`src/rtl/mult_share_pkg.sv`:
```
// Shared types and sizes for the two-requester multiplier sequencer.
package mult_share_pkg;

   typedef enum logic [1:0] {IDLE, CALC, RESP} state_t;

   localparam int N_REQ = 2;
   localparam int CNT_W = 16;

endpackage

```
`src/rtl/mult_share_ctrl_rr_arb2.sv`:
```
// Two-input round-robin grant; the last_grant history is held by the parent.
module rr_arb2
   import mult_share_pkg::*;
(
   input  logic [N_REQ-1:0] req_valid,
   input  logic             last_grant,
   output logic             grant,
   output logic             grant_vld
);

   always_comb begin
      grant_vld = |req_valid;
      grant     = 1'b0;
      // Under contention, the requester that did not win last time goes next.
      if (&req_valid) grant = ~last_grant;
      else if (req_valid[1]) grant = 1'b1;
   end

endmodule

```
`src/rtl/multiplier_cla.sv`:
```
// Lab combinational multiplier: unsigned, full-width product of two operands.
module multiplier_cla #(
   parameter int WA = 32,
   parameter int WB = 32
) (
   input  logic [WA-1:0]    multicand,
   input  logic [WB-1:0]    multiplier,
   output logic [WA+WB-1:0] product
);

   assign product = {{WB{1'b0}}, multicand} * {{WA{1'b0}}, multiplier};

endmodule

```
`src/rtl/mult_share_ctrl.sv`:
```
// Shares one multiplier_cla between two requesters with registered operands and product.
// state | meaning
// IDLE  | waiting for a request; req_ready driven for the granted requester
// CALC  | operand registers feed the multiplier; product captured at the edge
// RESP  | resp_valid high, product/resp_id held until resp_ready
module mult_share_ctrl
   import mult_share_pkg::*;
#(
   parameter int WIDTH = 32
) (
   input  logic               clk,
   input  logic               rst,
   input  logic [N_REQ-1:0]   req_valid,
   output logic [N_REQ-1:0]   req_ready,
   input  logic [WIDTH-1:0]   req_a0,
   input  logic [WIDTH-1:0]   req_b0,
   input  logic [WIDTH-1:0]   req_a1,
   input  logic [WIDTH-1:0]   req_b1,
   output logic               resp_valid,
   input  logic               resp_ready,
   output logic               resp_id,
   output logic [2*WIDTH-1:0] product,
   output logic               busy,
   output logic [CNT_W-1:0]   op_count
);

   state_t             state, state_nxt;
   logic               last_grant;
   logic               grant;
   logic               grant_vld;
   logic               id_q;
   logic [WIDTH-1:0]   op_a;
   logic [WIDTH-1:0]   op_b;
   logic [2*WIDTH-1:0] mul_p;

   rr_arb2 u_arb (
      .req_valid  (req_valid),
      .last_grant (last_grant),
      .grant      (grant),
      .grant_vld  (grant_vld)
   );

   multiplier_cla #(WIDTH, WIDTH) u_mul (
      .multicand  (op_a),
      .multiplier (op_b),
      .product    (mul_p)
   );

   always_comb begin
      state_nxt = state;
      req_ready = '0;
      case (state)
         IDLE: begin
            if (grant_vld) begin
               req_ready[grant] = 1'b1;
               state_nxt        = CALC;
            end
         end
         CALC:    state_nxt = RESP;
         RESP:    if (resp_ready) state_nxt = IDLE;
         default: state_nxt = IDLE;
      endcase
   end

   always_ff @(posedge clk) begin
      if (rst) begin
         state      <= IDLE;
         last_grant <= 1'b1;
         op_a       <= '0;
         op_b       <= '0;
         id_q       <= 1'b0;
         product    <= '0;
         resp_id    <= 1'b0;
         op_count   <= '0;
      end else begin
         state <= state_nxt;
         if (state == IDLE && grant_vld) begin
            op_a       <= grant ? req_a1 : req_a0;
            op_b       <= grant ? req_b1 : req_b0;
            id_q       <= grant;
            last_grant <= grant;
         end
         if (state == CALC) begin
            product <= mul_p;
            resp_id <= id_q;
         end
         if (state == RESP && resp_ready) op_count <= op_count + 1'b1;
      end
   end

   assign resp_valid = (state == RESP);
   assign busy       = (state != IDLE);

endmodule
```
`config.mk`:
```
export PLATFORM = sky130hd
export DESIGN_NAME = mult_share_ctrl
export DESIGN_NICKNAME = d
export VERILOG_FILES = /design/src/rtl/mult_share_pkg.sv /design/src/rtl/mult_share_ctrl_rr_arb2.sv /design/src/rtl/multiplier_cla.sv /design/src/rtl/mult_share_ctrl.sv
export SDC_FILE = /design/constraint.sdc
export NUM_CORES = 2
export LEC_CHECK = 0
export ABC_AREA = 1
export CORE_ASPECT_RATIO = 0.7
export CORE_MARGIN = 10
export CORE_UTILIZATION = 64
export CTS_BUF_LIST = sky130_fd_sc_hd__clkbuf_4 sky130_fd_sc_hd__clkbuf_8 sky130_fd_sc_hd__clkbuf_16
export DETAILED_ROUTE_END_ITERATION = 16
export PLACE_DENSITY = 0.84
export SYNTH_ARGS = -nofsm -noshare
export SYNTH_HDL_FRONTEND = slang
export SYNTH_SLANG_ARGS = --single-unit
```
`constraint.sdc`:
```
create_clock -name clk -period 8.55 [get_ports clk]
set_input_delay 0.855 -clock clk [delete_from_list [all_inputs] [get_ports clk]]
set_output_delay 0.855 -clock clk [all_outputs]
set_load 0.01 [all_outputs]
```
## Word-level counts from Yosys, hierarchy flattened

Cells that the tools add are included.

- Flip-flop bits (word level): 149

- Order comparisons: 2
- Muxes and demuxes: 11
- Reductions and logical operators: 8
- Multipliers: 1
- Add/sub/neg operators: 1
- Bitwise logic cells: 1
- Eq/ne operators: 4

Operators by type and width:

| operator | number |
|---|---|
| 32-bit by 32-bit multiplier with 64-bit output | 1 |
| 32-bit 2-to-1 mux | 2 |
| 16-bit by 1-bit adder with 16-bit output (second input constant) | 1 |
| 2-bit 2-to-1 mux | 4 |
| 2-bit one-hot mux with 3 select lines | 1 |
| 2-bit AND reduction | 2 |
| 1-bit logical AND | 3 |
| 1-bit 2-to-1 mux | 3 |
| 2-bit by 1-bit equality test with 1-bit output (second input constant) | 1 |
| 2-bit equality test (second input constant) | 1 |
| 2-bit logical NOT | 1 |
| 1-bit by 2-bit < comparator with 1-bit output (second input constant) | 1 |
| 2-bit by 1-bit inequality test with 1-bit output (second input constant) | 1 |
| 2-bit inequality test (second input constant) | 1 |
| 2-bit nonzero test | 1 |
| 2-bit OR reduction | 1 |
| 1-bit demux with 1-bit select | 1 |
| 1-bit >= comparator (second input constant) | 1 |
| 1-bit NOT | 1 |

## Depth between registers and ports, before layout

- Depth in word-level cells: 8
- Mapped depth: 35
- Mapped depth without buffers: 33

## Hierarchy

A second synthesis with hierarchy kept.

- Cells, all modules: 5737
- Area, all modules: 42039.1 um2

Modules (own cells, without submodules):

| module | instances | area an instance (um2) | cells an instance |
|---|---|---|---|
| multiplier_cla | 1 | 36226.0 | 4957 |
| mult_share_ctrl | 1 | 5798.1 | 777 |
| rr_arb2 | 1 | 15.0 | 3 |

## Worst setup path after synthesis

Ideal clock, no wire load.

- Kind: register -> register
- From: register op_b[8]
- To: register product[61]
- Stages on the path, launching flop included: 29
- Clock period less this slack: 6.368 ns
- Arrival: 6.259 ns
- Required time: 8.441 ns
- Slack: 2.182 ns
- Path buffers: 2
- Cell sequence: dfxtp_1 clkbuf_1 clkbuf_1 nand2_1 fa_1 inv_1 fa_1 inv_1 fa_1 inv_1 fa_1 inv_1 fa_1 fa_1 fa_1 fa_1 inv_1 ha_1 nand2_1 nor2_1 inv_1 nor2_1 nand2_1 nor2_1 nand2_1 nand3_1 nand3_1 nand2_1 inv_1

- Longest elaborated chain between the ends: 1

Ends and longest elaborated chain:

| item | RTL line | text |
|---|---|---|
| start: declaration | mult_share_ctrl.sv:33 | `logic [WIDTH-1:0] op_b;` |
| start signal: assignment | mult_share_ctrl.sv:79 | `op_b <= grant ? req_b1 : req_b0;` |
| 32-bit by 32-bit multiplier with 64-bit output | multiplier_cla.sv:11 | `assign product = {{WB{1'b0}}, multicand} * {{WA{1'b0}}, multiplier};` |
| end signal: assignment | mult_share_ctrl.sv:84 | `product <= mul_p;` |
| end: declaration | mult_share_ctrl.sv:22 | `output logic [2*WIDTH-1:0] product,` |

Every way passes these cells.
A chain may end at the register's enable or synchronous reset.

## Worst setup path after layout

- From: register op_a[28]
- To: register product[55]

- Longest elaborated chain between the ends: 1

Ends and longest elaborated chain:

| item | RTL line | text |
|---|---|---|
| start: declaration | mult_share_ctrl.sv:32 | `logic [WIDTH-1:0] op_a;` |
| start signal: assignment | mult_share_ctrl.sv:78 | `op_a <= grant ? req_a1 : req_a0;` |
| 32-bit by 32-bit multiplier with 64-bit output | multiplier_cla.sv:11 |  |

Every way passes these cells.

==> impl_metrics.env <==
export IMPL_swShare_pct=56.1
export IMPL_clk_pin_slew_worst_paths_ns=0.09
export IMPL_multi_input_area_mm2=0.0312
export IMPL_r2r_start="op_a[28]"
export IMPL_drive_gt1_share_pct=3.92
export IMPL_period_share_pct=90.3
export IMPL_fin_ws_ns=0.832
export IMPL_power_total_mw=6.60
export IMPL_wirelength_mm=130
export IMPL_netlist_area_leader_share_pct=42.4
export IMPL_drt_iter0_markers=3501
export IMPL_crit_slowest_cell="dfxtp_1"
export IMPL_grt_max_degree=71
export IMPL_cts_tree="done"
export IMPL_num_io_pins=218
export IMPL_required_ns=8.95
export IMPL_antenna_cells=0
export IMPL_cts_hold_buffers=0
export IMPL_dr_total_vias=36300
export IMPL_rsz0062_at_grt="no"
export IMPL_startpoint_type="flip-flop"
export IMPL_drc=0
export IMPL_arrival_ns=8.12
export IMPL_area_growth_syn_to_layout_pct=8.86
export IMPL_synth_cells=5847
export IMPL_die_w_um=327
export IMPL_synth_cell_types=37
export IMPL_port_buffers=217
export IMPL_cp_end_kind="flip-flop"
export IMPL_leakage_nw=28.2
export IMPL_synth_largest_area_cell="fa_1"
export IMPL_ys_seq_area_share_pct=7.06
export IMPL_root_buffer="clkbuf_16"
export IMPL_cts_setup_buffers=0
export IMPL_cts_path_max_buffers=2
export IMPL_grt_use_total_pct=34.3
export IMPL_h_tree_depth=4
export IMPL_worstPathMaxFanout=19
export IMPL_finalSetupTns_ns=0
export IMPL_row_count=78
export IMPL_clock_sinks=149
export IMPL_hold_viol=0
export IMPL_startpoint="op_a[28]"
export IMPL_nets=7198
export IMPL_power_density_mw_per_mm2=143
export IMPL_hpwl_mm=109
export IMPL_power_net_switching_mw=3.70
export IMPL_ir_drop_uv=263
export IMPL_p_comb_share_pct=72.8
export IMPL_synthTopCellsByArea="fa_1 (42%), inv_1 (16%), nand2_1 (15%)"
export IMPL_drtPass1Iterations=8
export IMPL_maxCapViolCount=0
export IMPL_ys_warn_count=0
export IMPL_pwr_share_seq_pct=14.8
export IMPL_period_needed_ns=7.72
export IMPL_fillers=5208
export IMPL_syn_area_per_cell_um2=7.23
export IMPL_core_area_mm2=0.0651
export IMPL_finish_utilization_pct=70.7
export IMPL_grt_pass1_vias=38100
export IMPL_setup_viol_count_final=0
export IMPL_cts_made_buffers=17
export IMPL_netlist_area_mm2=0.0423
export IMPL_viasPerCell=5.35
export IMPL_hold_path_class="flip-flop to flip-flop"
export IMPL_slew_viol_final=0
export IMPL_path_class="flip-flop to flip-flop"
export IMPL_ant_nets=0
export IMPL_relSlewSlack_pct=17.0
export IMPL_synth_fp_nets=7140
export IMPL_die_area_mm2=0.0769
export IMPL_status="finished, final reports clean"
export IMPL_p_clk_share_pct=12.4
export IMPL_postCtsResizedCells=0
export IMPL_whs_ns=0.481
export IMPL_skew_ns=0.0224
export IMPL_antenna_found_initial=1
export IMPL_start_util_pct=64.9
export IMPL_clkLatencyLatePin_ns=0.49
export IMPL_grt_pass1_wl_mm=207
export IMPL_worst_slew_pin_slew_ns=1.24
export IMPL_synth_seq_cells=149
export IMPL_dp_worst_setup_slack_ns=1.03
export IMPL_grt_overflow=0
export IMPL_p_int_mw=2.90
export IMPL_regArea_mm2=0.00299
export IMPL_path_common_cell="fa_1"
export IMPL_fmax_mhz=130
export IMPL_fp_dieH_um=235
export IMPL_max_stage_delay_ns=1.07
export IMPL_wl_per_cell_um=19.1
export IMPL_worstHoldStart="id_q"
export IMPL_place_congestion=1.05
[cell families after synthesis]
family	synth area share, %
and+or+nand+nor	19.7
buffers and inverters	19.2
adders and majority gates	50.3
DFF	7.06
xor gates and xnor gates	0.684
AOI/OAI and AO/OA	3.11
[cell usage in the layout, fill, tap and decap left out, types with 24 or more instances in the layout]
cell and n:
fa_1 896, clkdlybuf4s50_1 216, a21oi_1 84, nand2_1 1732, buf_4 126, inv_1 1839, o21ai_0 64, nor2_2 24
nor2_1 217, ha_1 264, a31oi_1 46, dfxtp_1 147, xor2_1 24, nand3_1 81
[metal layers]
metal	part of all wire [%]	GRT usage, %	vias to the layer above
li1	-	-	16300
met1	38	45.2	17500
met2	44	52.5	2144
met3	13	9.93	398
met4	4.9	14.6	2
met5	0.0085	0	-
[critical path, delay by kind of cell, from the launching register on]
| kind | cells | cell delay, ns |
|---|---|---|
| fa+ha+maj | 9 | 4.51 |
| simple gates | 10 | 1.65 |
| flops | 1 | 1.07 |
| buf+inv | 7 | 0.37 |
[synth_stat cells]
library cell,count
a211oi_1,1
a21o_1,3
a21oi_1,84
a31oi_1,46
and3_1,1
buf_1,1
buf_2,20
clkbuf_1,286
clkinv_1,1
dfxtp_1,149
fa_1,896
ha_1,264
inv_1,1839
inv_2,11
nand2_1,1732
nand2_2,12
nand3_1,81
nand3_2,6
nand3b_4,1
nand4_1,15
nor2_1,220
nor2_2,24
nor2_4,1
nor3_1,11
nor3_2,4
nor3_4,2
nor3b_1,1
nor4_1,2
nor4_2,1
o211ai_1,4
o21a_1,1
o21ai_0,64
o21ai_1,6
o21bai_1,22
o21bai_2,2
xnor2_1,9
xor2_1,24
[area by class of cell]
type	count	area share [%]
clock buffers	17	0.925
clock inverters	15	0.373
inverters	1851	15.1
multi-input cells	3540	67.8
flip-flops and latches	149	6.49
well taps	880	2.39
repair buffers	346	6.93
[through the flow]
stage | std cells | area [um2]
after floorplan | 5847 | 42300
after global placement | 6766 | 45400
after detailed placement | 6766 | 45400
after CTS | 6798 | 46000
after global routing | 6798 | 46000
final | 6798 | 46000
[flip-flops by register name, indices dropped and copies added (netlist names)]
| register | flops |
|---|---|
| product | 64 |
| op_a | 32 |
| op_b | 32 |
| op_count | 16 |
| state | 2 |
| id_q | 1 |
| last_grant | 1 |
| resp_id | 1 |
[final timing paths]
| kind | end | slack (ns) | depth (start not counted) |
|---|---|---|---|
| worst min-delay path | id_q | 0.48 | 2 |
| worst max-delay path | product[55] | 0.83 | 26 |
| worst min register to register | id_q | 0.48 | 2 |
| worst max register to register | product[55] | 0.83 | 26 |
[power groups by stage]
stage | clock [mW] | sequential (mW) | combinational (mW)
final | 0.819 | 0.975 | 4.81
after global routing | 0.840 | 0.978 | 5.23
after CTS | 0.825 | 0.960 | 4.73
after detailed placement | 0 | 0.974 | 4.67
after global placement | 0 | 0.970 | 4.59
after floorplan | 0 | 0.841 | 3.09
No activity file was read; power rests on OpenSTA's default activity.
